===== config.mk =====
export PLATFORM = sky130hd
export DESIGN_NAME = core_bus_bridge
export DESIGN_NICKNAME = d
export VERILOG_FILES = /design/src/rtl/bus_pkg.sv /design/src/rtl/bridge_addr_decode.sv /design/src/rtl/core_bus_bridge.sv
export SDC_FILE = /design/constraint.sdc
export NUM_CORES = 1
export LEC_CHECK = 0
export ABC_AREA = 1
export CORE_AREA = 2 2 106 108
export CTS_CLUSTER_DIAMETER = 150
export DETAILED_ROUTE_END_ITERATION = 6
export DIE_AREA = 0 0 108 110
export PLACE_DENSITY = 0.87
export SETUP_SLACK_MARGIN = 0.15
export SYNTH_ARGS = -nofsm -noshare
export SYNTH_HDL_FRONTEND = slang
export SYNTH_HIERARCHICAL = 1
export SYNTH_SLANG_ARGS = --single-unit

===== constraint.sdc =====
create_clock -name clk -period 3.84 [get_ports clk]
set_input_delay 0.384 -clock clk [delete_from_list [all_inputs] [get_ports clk]]
set_output_delay 0.384 -clock clk [all_outputs]
set_load 0.005 [all_outputs]

===== src/rtl/bus_pkg.sv =====
// Shared types and constants for the core data-side bus bridge.
package bus_pkg;

    typedef enum logic [2:0] {
        IDLE,
        DMEM_WAIT,
        ACC_REQ,
        ACC_RSP,
        ERR_RSP
    } bridge_state_e;

    typedef enum logic [1:0] {
        REG_NONE,
        REG_DMEM,
        REG_ACC
    } region_e;

    // Data returned to the core on an unmapped access or accelerator timeout.
    localparam logic [31:0] ERR_DATA = 32'hDEAD_BEEF;

endpackage


===== src/rtl/bridge_addr_decode.sv =====
// Address decoder: maps a core byte address onto a slave region and window offsets.
module bridge_addr_decode
    import bus_pkg::*;
#(
    parameter logic [31:0] DMEM_BASE = 32'h0000_0000,
    parameter int          DMEM_AW   = 14,
    parameter logic [31:0] ACC_BASE  = 32'h8000_0000,
    parameter int          ACC_AW    = 12
) (
    input  logic [31:0]        mem_addr,
    output region_e            region,
    output logic [DMEM_AW-3:0] dmem_word,
    output logic [ACC_AW-1:0]  acc_offset
);

    // Window match on the bits above each window size; the RAM wins if the windows overlap.
    always_comb begin
        region = REG_NONE;
        if ((mem_addr >> DMEM_AW) == (DMEM_BASE >> DMEM_AW)) begin
            region = REG_DMEM;
        end else if ((mem_addr >> ACC_AW) == (ACC_BASE >> ACC_AW)) begin
            region = REG_ACC;
        end
    end

    assign dmem_word  = mem_addr[DMEM_AW-1:2];
    assign acc_offset = mem_addr[ACC_AW-1:0];

endmodule


===== src/rtl/core_bus_bridge.sv =====
// Core load/store bridge: routes single requests to the data RAM or the accelerator window.
module core_bus_bridge
    import bus_pkg::*;
#(
    parameter logic [31:0] DMEM_BASE = 32'h0000_0000,
    parameter int          DMEM_AW   = 14,
    parameter logic [31:0] ACC_BASE  = 32'h8000_0000,
    parameter int          ACC_AW    = 12,
    parameter int          TIMEOUT   = 255
) (
    input  logic                clk,
    input  logic                reset,
    input  logic                cs,
    input  logic                mem_rd_wr,
    input  logic [3:0]          mask,
    input  logic [31:0]         mem_addr,
    input  logic [31:0]         mem_write_data,
    output logic [31:0]         mem_read_data,
    output logic                mem_valid,
    output logic                bus_err,
    output logic                dmem_en,
    output logic [3:0]          dmem_we,
    output logic [DMEM_AW-3:0]  dmem_addr,
    output logic [31:0]         dmem_wdata,
    input  logic [31:0]         dmem_rdata,
    output logic                acc_req_valid,
    input  logic                acc_req_ready,
    output logic                acc_we,
    output logic [3:0]          acc_mask,
    output logic [ACC_AW-1:0]   acc_addr,
    output logic [31:0]         acc_wdata,
    input  logic                acc_rsp_valid,
    input  logic [31:0]         acc_rdata
);

    localparam int              CNT_W   = $clog2(TIMEOUT + 1);
    localparam logic [CNT_W-1:0] CNT_MAX = CNT_W'(TIMEOUT);
    localparam logic [CNT_W-1:0] CNT_ONE = CNT_W'(1);

    bridge_state_e       state_q, state_d;
    logic                we_q, we_d;
    logic [3:0]          mask_q, mask_d;
    logic [ACC_AW-1:0]   offset_q, offset_d;
    logic [31:0]         wdata_q, wdata_d;
    logic [CNT_W-1:0]    cnt_q, cnt_d;

    region_e             region;
    logic [DMEM_AW-3:0]  dmem_word;
    logic [ACC_AW-1:0]   acc_offset;

    bridge_addr_decode #(
        .DMEM_BASE (DMEM_BASE),
        .DMEM_AW   (DMEM_AW),
        .ACC_BASE  (ACC_BASE),
        .ACC_AW    (ACC_AW)
    ) u_decode (
        .mem_addr   (mem_addr),
        .region     (region),
        .dmem_word  (dmem_word),
        .acc_offset (acc_offset)
    );

    // Next-state, request capture and timeout counting; timeout beats a same-cycle handshake.
    always_comb begin
        state_d  = state_q;
        we_d     = we_q;
        mask_d   = mask_q;
        offset_d = offset_q;
        wdata_d  = wdata_q;
        cnt_d    = cnt_q;
        case (state_q)
            IDLE: begin
                if (cs) begin
                    we_d     = ~mem_rd_wr;
                    mask_d   = mask;
                    offset_d = acc_offset;
                    wdata_d  = mem_write_data;
                    cnt_d    = '0;
                    case (region)
                        REG_DMEM: state_d = DMEM_WAIT;
                        REG_ACC:  state_d = ACC_REQ;
                        default:  state_d = ERR_RSP;
                    endcase
                end
            end
            DMEM_WAIT: state_d = IDLE;
            ACC_REQ: begin
                if (cnt_q == CNT_MAX) begin
                    state_d = ERR_RSP;
                end else begin
                    cnt_d = cnt_q + CNT_ONE;
                    if (acc_req_ready) begin
                        state_d = ACC_RSP;
                    end
                end
            end
            ACC_RSP: begin
                if (acc_rsp_valid) begin
                    state_d = IDLE;
                end else if (cnt_q == CNT_MAX) begin
                    state_d = ERR_RSP;
                end else begin
                    cnt_d = cnt_q + CNT_ONE;
                end
            end
            ERR_RSP: state_d = IDLE;
            default: state_d = IDLE;
        endcase
    end

    // Output decode; everything is held at zero while reset is asserted.
    always_comb begin
        mem_read_data = '0;
        mem_valid     = 1'b0;
        bus_err       = 1'b0;
        dmem_en       = 1'b0;
        dmem_we       = '0;
        dmem_addr     = '0;
        dmem_wdata    = '0;
        acc_req_valid = 1'b0;
        acc_we        = 1'b0;
        acc_mask      = '0;
        acc_addr      = '0;
        acc_wdata     = '0;
        if (reset) begin
            case (state_q)
                IDLE: begin
                    if (cs && (region == REG_DMEM)) begin
                        dmem_en    = 1'b1;
                        dmem_we    = mem_rd_wr ? 4'b0000 : mask;
                        dmem_addr  = dmem_word;
                        dmem_wdata = mem_write_data;
                    end
                end
                DMEM_WAIT: begin
                    mem_valid     = 1'b1;
                    mem_read_data = we_q ? 32'h0 : dmem_rdata;
                end
                ACC_REQ: begin
                    acc_req_valid = 1'b1;
                    acc_we        = we_q;
                    acc_mask      = mask_q;
                    acc_addr      = offset_q;
                    acc_wdata     = wdata_q;
                end
                ACC_RSP: begin
                    if (acc_rsp_valid) begin
                        mem_valid     = 1'b1;
                        mem_read_data = we_q ? 32'h0 : acc_rdata;
                    end
                end
                ERR_RSP: begin
                    mem_valid     = 1'b1;
                    bus_err       = 1'b1;
                    mem_read_data = ERR_DATA;
                end
                default: begin
                    mem_valid = 1'b0;
                end
            endcase
        end
    end

    // State, capture and counter registers with synchronous active-low reset.
    always_ff @(posedge clk) begin
        if (!reset) begin
            state_q  <= IDLE;
            we_q     <= 1'b0;
            mask_q   <= '0;
            offset_q <= '0;
            wdata_q  <= '0;
            cnt_q    <= '0;
        end else begin
            state_q  <= state_d;
            we_q     <= we_d;
            mask_q   <= mask_d;
            offset_q <= offset_d;
            wdata_q  <= wdata_d;
            cnt_q    <= cnt_d;
        end
    end

endmodule

==> out/qor.csv, run 1 <==
stage,metric,value,unit
worst_setup_path,critical path's top delay family,buffers and inverters,
run_status,status,"finished, final reports clean",
sta,max-slew headroom at the worst pin,0.3994,
sta,unrepaired setup endpoints after global routing,false,
placement,PortBufs,270,
worst_setup_path,Worst setup EP type,output pin,
detailed_routing,1st-iter DRT viols,238,
worst_setup_path,Crit. path cell count,12,
sta,worst slew pin tran,900.0,ps
sta,Final period util,0.8669,
sta,clock skew,6.406,ps
placement,pre-CTS setup slack,523.4,ps
worst_setup_path,max incr delay on CP,530,ps
detailed_routing,DR pass1 iterations,4,
cells_and_area,final layout net count,1037,
placement,RD Place Congestion,0.8261,
cts,htree depth,3,
sta,Final Hold Fails,0,
cells_and_area,"commonest cells after routing, fill and taps aside","269 x clkdlybuf4s50_1, 170 x nor2_1, 122 x inv_1",
global_routing,grt ovf,0,
worst_setup_path,crit path launch type,input port,
sta,"Slew Viols, Final",0,
pwr,P_leak,2.808,nW
sta,Setup-failing EPs final,0,
placement,Detail Placement HPWL,10450,µm
cells_and_area,antenna cells,0,
synth,count of cell types in the netlist,26,
floorplanning,I/O pin total,271,
global_routing,vias in the first global route,4249,
detailed_routing,Remaining DRCs,0,
detailed_routing,via-per-instance ratio,4.661,
cells_and_area,Fill cells,981,
synth,yosys warns,6,
global_routing,antenna violations before repair,0,
synth,Post-Syn Area,0.004063,mm²
pwr,worst vdd ir,0.0002562,V
worst_setup_path,cell mode on critical path,nor2_1,
worst_setup_path,Reg2Reg Depth,7,
synth,syn avg cell area,6.100,µm²
worst_setup_path,worst path buffer plus inverter count,4,
cts,"Clk pin slew, worst setup/hold paths",70,ps
worst_setup_path,CP Class,in -> out,
cts,CTS Buf Count,9,
floorplanning,CORE AREA,0.01070,mm²
hold_path,Hold Crit Class,reg -> reg,
cts,"Hold-fix buffers, CTS",0,
worst_setup_path,critical path cell sequence,clkdlybuf4s50_1 -> or2_1 -> nor2_1 -> nand2_1 -> nor2_1 -> ha_1 -> nand2_1 -> inv_1 -> nand3_2 -> buf_4 -> nor2_1 -> clkdlybuf4s50_1,
cts,Max clock buf depth,2,
cts,Num Clock Sinks,60,
cells_and_area,post-route design area,0.006852,mm²
global_routing,largest net degree at the start of global routing,90,
cts,CTS Root Cell,clkbuf_8,
global_routing,first-pass GRT wire length,20240,µm
sta,fin worst setup slack,511.0,ps
synth,Post-Syn Instances,666,
sta,crit path time final,3329,ps
synth,sequential-to-total area share from yosys stat,0.2957,
worst_setup_path,Worst EP arrival,2950,ps
synth,syn nets,808,
detailed_routing,Post-Route WL,13650,µm
pwr,Pwr Density,259.3,mW/mm²
floorplanning,row count,38,
floorplanning,Die Width,108,µm
pwr,post-layout power,0.001777,W
cells_and_area,FF+latch area,0.001201,mm²
worst_setup_path,Critical Path Fanout Max,12,
cts,# Post-CTS Setup Buffers,0,
sta,setup_tns,0,ps
worst_setup_path,RR Startpoint,state_q[0]$_SDFFE_PN0P_,
sta,f_max,300.4,MHz
cells_and_area,"most common cell after layout, fill and taps aside",clkdlybuf4s50_1,
detailed_routing,DR vias,4847,
floorplanning,initial core utilization,0.3798,
worst_setup_path,slowest cell on the critical path,clkdlybuf4s50_1,
synth,number of synthesized register bits,60,
cells_and_area,share of cells above drive strength 1,0.04000,
cts,TritonCTS clock tree,yes,
detailed_routing,drt wl/cell,13.13,µm
job,max cap viols,0,
worst_setup_path,R2R Setup Slk,1810,ps
placement,placed inst area,0.006635,mm²
cts,CTS resizes,0,
placement,Cells after DPL,1024,
detailed_routing,final antenna-violating net count,0,
floorplanning,die area,0.01188,mm²
global_routing,GRT Util Overall,0.2124,
cells_and_area,fin cells,1040,
cts,clk_lat worst skew,330,ps
floorplanning,Die H,110,µm
cells_and_area,area grow syn2layout,68.65,%
worst_setup_path,worst r2r dst,wdata_q[19]$_SDFFE_PN0P_,
hold_path,Hold EP,offset_q[6]$_SDFFE_PN0P_,
hold_path,Hold Startpoint,offset_q[6]$_SDFFE_PN0P_,
cells_and_area,multi-input logic area,0.002017,mm²
worst_setup_path,Worst Path Required,3460,ps
hold_path,worst hold path depth,2,
[cell type report]
type / instances / area share
multi-input cells: 419 / 0.2944
repair buffers: 280 / 0.4047
flip-flops and latches: 60 / 0.1753
clock inverters: 5 / 0.01096
clock buffers: 11 / 0.02064
well taps: 140 / 0.02557
inverters: 125 / 0.06848
[synth_stat cells]
cell type,n,area [µm²]
a21oi_1,58,290.3
dfxtp_1,60,1201
nand3_1,9,45.04
nor3_1,1,5.000
nand3_2,2,20.02
nor2_1,170,638.1
buf_2,22,110.1
a31oi_1,2,12.51
a22oi_1,31,232.7
nand4_1,2,12.51
buf_4,25,187.7
o21bai_1,1,7.510
clkbuf_1,11,41.29
nor2_4,2,22.52
nand2_4,1,11.26
inv_1,122,457.9
or2_1,1,6.260
ha_1,4,50.05
o21ai_0,52,260.3
nor2_2,1,6.260
nor3b_1,21,157.7
clkbuf_2,1,5.000
buf_6,3,33.78
inv_2,3,11.26
nand3b_1,2,15.01
nand2_1,59,221.5
[per-layer routing]
metal,share of wire,global-route usage,vias to the layer above
met5,0,0,-
met4,0.018,0.06868,0
met3,0.076,0.04879,22
met2,0.50,0.3931,192
met1,0.40,0.2414,2128
li1,-,-,2505
[sequential cells by signal, summed over array words and instances, names as in the netlist]
name and cells:
cnt_q 8, state_q 3, we_q 1, offset_q 12
wdata_q 32, mask_q 4
[worst min-delay path, cell delays in order, from the launching register on]
cell	delay (ps)
dfxtp_1	300
inv_1	60
a21oi_1	50
[cell families (layout without fill, tap and decap cells)]
kind of cell	count (synthesis)	after routing	share of synthesized area
fa+ha+maj	4	4	0.01232
buf+inv	187	421	0.2085
compound gates	144	144	0.1977
simple gates	271	271	0.2858
flops	60	60	0.2957
[report_power, final]
group          internal [W]  total, W  switching (W)
Clock              0.000380  0.000625       0.000245
Sequential         0.000685  0.000706      0.0000215
Combinational      0.000233  0.000445       0.000212
Total               0.00130   0.00178       0.000478
[worst max-delay path by stage]
stage / from / end / slack (ps)
after floorplan: mem_addr[19] / dmem_addr[0] / 1680
after global placement: mem_addr[19] / dmem_wdata[11] / 590
after detailed placement: mem_addr[19] / dmem_wdata[11] / 520
after CTS: mem_addr[19] / dmem_wdata[11] / 500
after global routing: mem_addr[19] / dmem_wdata[11] / 290
final: mem_addr[19] / dmem_wdata[8] / 510
[per-stage QoR]
stage / util / hold slack [ps]
floorplan: - / 430.0
global placement: 0.6202 / 439.6
detailed placement: 0.6202 / 443.4
CTS: 0.6405 / 438.5
global route: 0.6405 / 465.5
finish: 0.6405 / 451.3
(Power assumes the default switching activity.)
==> run 2: changes to the inputs <==
CORE_AREA = unset   (was 2 2 106 108)
CORE_MARGIN = 5   (was unset)
CORE_UTILIZATION = 39   (was unset)
CTS_CLUSTER_DIAMETER = 60   (was 150)
DIE_AREA = unset   (was 0 0 108 110)
PLACE_DENSITY = 0.89   (was 0.87)
==> run 2 against run 1 <==
Routed wire length up 2.0%; clock power increased by 1%; non-clock buffer count did not move; sequential power about the same; cell count down 0.38%; largest power group unchanged; highest routed layer unchanged.
==> out/qor.csv, run 2 (synthesized netlist as in run 1, its figures left out) <==
stage,metric,value,unit,change
run_status,status,"finished, final reports clean",,unchanged
cells_and_area,Fill cells,919,,was 981
worst_setup_path,Worst EP arrival,2800,ps,was 2950 ps
placement,pre-CTS setup slack,688.0,ps,was 523.4 ps
sta,"Slew Viols, Final",0,,unchanged
cells_and_area,"Core Util, Final",0.6701,,was 0.6405
cts,"Clk pin slew, worst setup/hold paths",70,ps,about the same
cts,clk_lat worst skew,320,ps,was 330 ps
cts,htree depth,3,,unchanged
detailed_routing,1st-iter DRT viols,339,,was 238
job,max cap viols,0,,unchanged
worst_setup_path,CP Class,reg -> out,,was in -> out
floorplanning,Die H,112.1,µm,was 110 µm
cells_and_area,fin cells,1036,,was 1040
sta,max-slew headroom at the worst pin,0.3503,,was 0.3994
worst_setup_path,Worst Path Required,3460,ps,about the same
cells_and_area,register with the most flip-flops,wdata_q,,unchanged
detailed_routing,Remaining DRCs,0,,unchanged
placement,Cells after DPL,1020,,was 1024
placement,RD Place Congestion,0.9034,,was 0.8261
cts,TritonCTS clock tree,yes,,unchanged
pwr,P_leak,2.800,nW,was 2.808 nW
floorplanning,initial core utilization,0.3971,,was 0.3798
detailed_routing,via-per-instance ratio,4.737,,was 4.661
cts,Max clock buf depth,2,,unchanged
cts,"Hold-fix buffers, CTS",0,,unchanged
cells_and_area,area grow syn2layout,68.74,%,was 68.65%
pwr,Pwr Density,260.6,mW/mm²,was 259.3 mW/mm²
global_routing,antenna violations before repair,0,,unchanged
cells_and_area,share of cells above drive strength 1,0.04111,,was 0.04000
detailed_routing,Post-Route WL,13930,µm,was 13650 µm
detailed_routing,final antenna-violating net count,0,,unchanged
pwr,worst vdd ir,0.0002223,V,was 0.0002562 V
global_routing,grt ovf,0,,unchanged
global_routing,vias in the first global route,4355,,was 4249
placement,Detail Placement HPWL,10700,µm,was 10450 µm
sta,crit path time final,3179,ps,was 3329 ps
sta,Setup-failing EPs final,0,,unchanged
sta,Final Hold Fails,0,,unchanged
sta,hold_ws,437.8,ps,was 451.3 ps
cells_and_area,final layout net count,1037,,unchanged
cells_and_area,antenna cells,0,,unchanged
cells_and_area,Regs by FF count,"wdata_q x32, offset_q x12, cnt_q x8",,unchanged
sta,f_max,314.5,MHz,was 300.4 MHz
hold_path,Hold Crit Class,in -> reg,,was reg -> reg
worst_setup_path,slowest cell on the critical path,nand2_2,,was clkdlybuf4s50_1
sta,Final period util,0.8280,,was 0.8669
floorplanning,I/O pin total,271,,unchanged
worst_setup_path,Worst setup EP type,output pin,,unchanged
worst_setup_path,max incr delay on CP,600,ps,was 530 ps
cts,CTS Buf Count,9,,unchanged
floorplanning,die area,0.01256,mm²,was 0.01188 mm²
global_routing,first-pass GRT wire length,21590,µm,was 20240 µm
sta,setup_tns,0,ps,unchanged
cts,CTS resizes,0,,unchanged
sta,clock skew,3.184,ps,was 6.406 ps
floorplanning,Die Width,112.1,µm,was 108 µm
cts,Num Clock Sinks,60,,unchanged
worst_setup_path,crit path launch type,flip-flop,,was input port
sta,unrepaired setup endpoints after global routing,false,,unchanged
detailed_routing,drt wl/cell,13.44,µm,was 13.13 µm
sta,fin worst setup slack,660.6,ps,was 511.0 ps
cts,# Post-CTS Setup Buffers,0,,unchanged
placement,PortBufs,270,,unchanged
worst_setup_path,Critical Path Fanout Max,50,,was 12
floorplanning,row count,37,,was 38
global_routing,largest net degree at the start of global routing,78,,was 90
cells_and_area,"most common cell after layout, fill and taps aside",clkdlybuf4s50_1,,unchanged
cts,CTS Root Cell,clkbuf_8,,unchanged
global_routing,GRT Util Overall,0.2065,,was 0.2124
cells_and_area,"commonest cells after routing, fill and taps aside","269 x clkdlybuf4s50_1, 170 x nor2_1, 122 x inv_1",,unchanged
worst_setup_path,cell mode on critical path,nor2_1,,unchanged
floorplanning,CORE AREA,0.01023,mm²,was 0.01070 mm²
worst_setup_path,critical path cell sequence,nand2_1 -> nor2_1 -> nand2_2 -> nor2_1 -> clkdlybuf4s50_1,,was clkdlybuf4s50_1 -> or2_1 -> nor2_1 -> nand2_1 -> nor2_1 -> ha_1 -> nand2_1 -> inv_1 -> nand3_2 -> buf_4 -> nor2_1 -> clkdlybuf4s50_1
cells_and_area,max reg flops,32,,unchanged
detailed_routing,DR vias,4908,,was 4847
detailed_routing,DR pass1 iterations,5,,was 4
sta,worst slew pin tran,971.1,ps,was 900.0 ps
run 2: changes by cell type in the layout (fill, tap and decap cells not counted), sizes merged:
| cell | change |
|---|---|
| clkbuf | -1 |
| clkinv | -2 |
| clkinvlp | +3 |
run 2: final cells by class:
| type | instances | area, µm² | area share |
|---|---|---|---|
| Clock buffer | 10 | 137.6 | 0.02008 |
| Clock inverter | 6 | 87.58 | 0.01278 |
| Inverter | 125 | 469.2 | 0.06844 |
| Multi-Input combinational cell | 419 | 2017 | 0.2942 |
| Sequential cell | 60 | 1201 | 0.1752 |
| Tap cell | 136 | 170.2 | 0.02482 |
| Timing Repair Buffer | 280 | 2773 | 0.4045 |
run 2: worst max-delay path, delay by kind of cell, from the launching register on:
kind | cells | cell delay (ps)
buffers and inverters | 1 | 560
and+or+nand+nor | 4 | 1420
DFF | 1 | 460
run 2: worst paths after layout:
kind	startpoint	endpoint	slack, ps	depth (start not counted)
worst min-delay path	reset	state_q[0]$_SDFFE_PN0P_	440	3
worst max-delay path	state_q[1]$_SDFFE_PN0P_	acc_addr[11]	660	5
worst max register to register	state_q[2]$_SDFFE_PN0P_	offset_q[0]$_SDFFE_PN0P_	1930	7
worst min register to register	wdata_q[9]$_SDFFE_PN0P_	wdata_q[9]$_SDFFE_PN0P_	450	2
run 2: per-layer routing:
metal / vias to the layer above / track usage / share of wire
li1: 2503 / - / -
met1: 2217 / 0.2488 / 0.41
met2: 174 / 0.3729 / 0.51
met3: 14 / 0.04528 / 0.066
met4: 0 / 0.05208 / 0.014
met5: - / 0 / 0
run 2: report_power, final:
part	total, W	switching (W)	internal (W)	leakage [nW]
logic	0.000449	0.000212	0.000236	2.20
clock network	0.000633	0.000251	0.000382	0.105
registers	0.000705	0.0000204	0.000685	0.495
run 2: per-stage QoR:
stage	total power (W)	cell area (µm²)
floorplan	0.0009504	4063
global placement	0.001157	6630
detailed placement	0.001167	6630
CTS	0.001808	6855
global route	0.001896	6855
finish	0.001786	6855
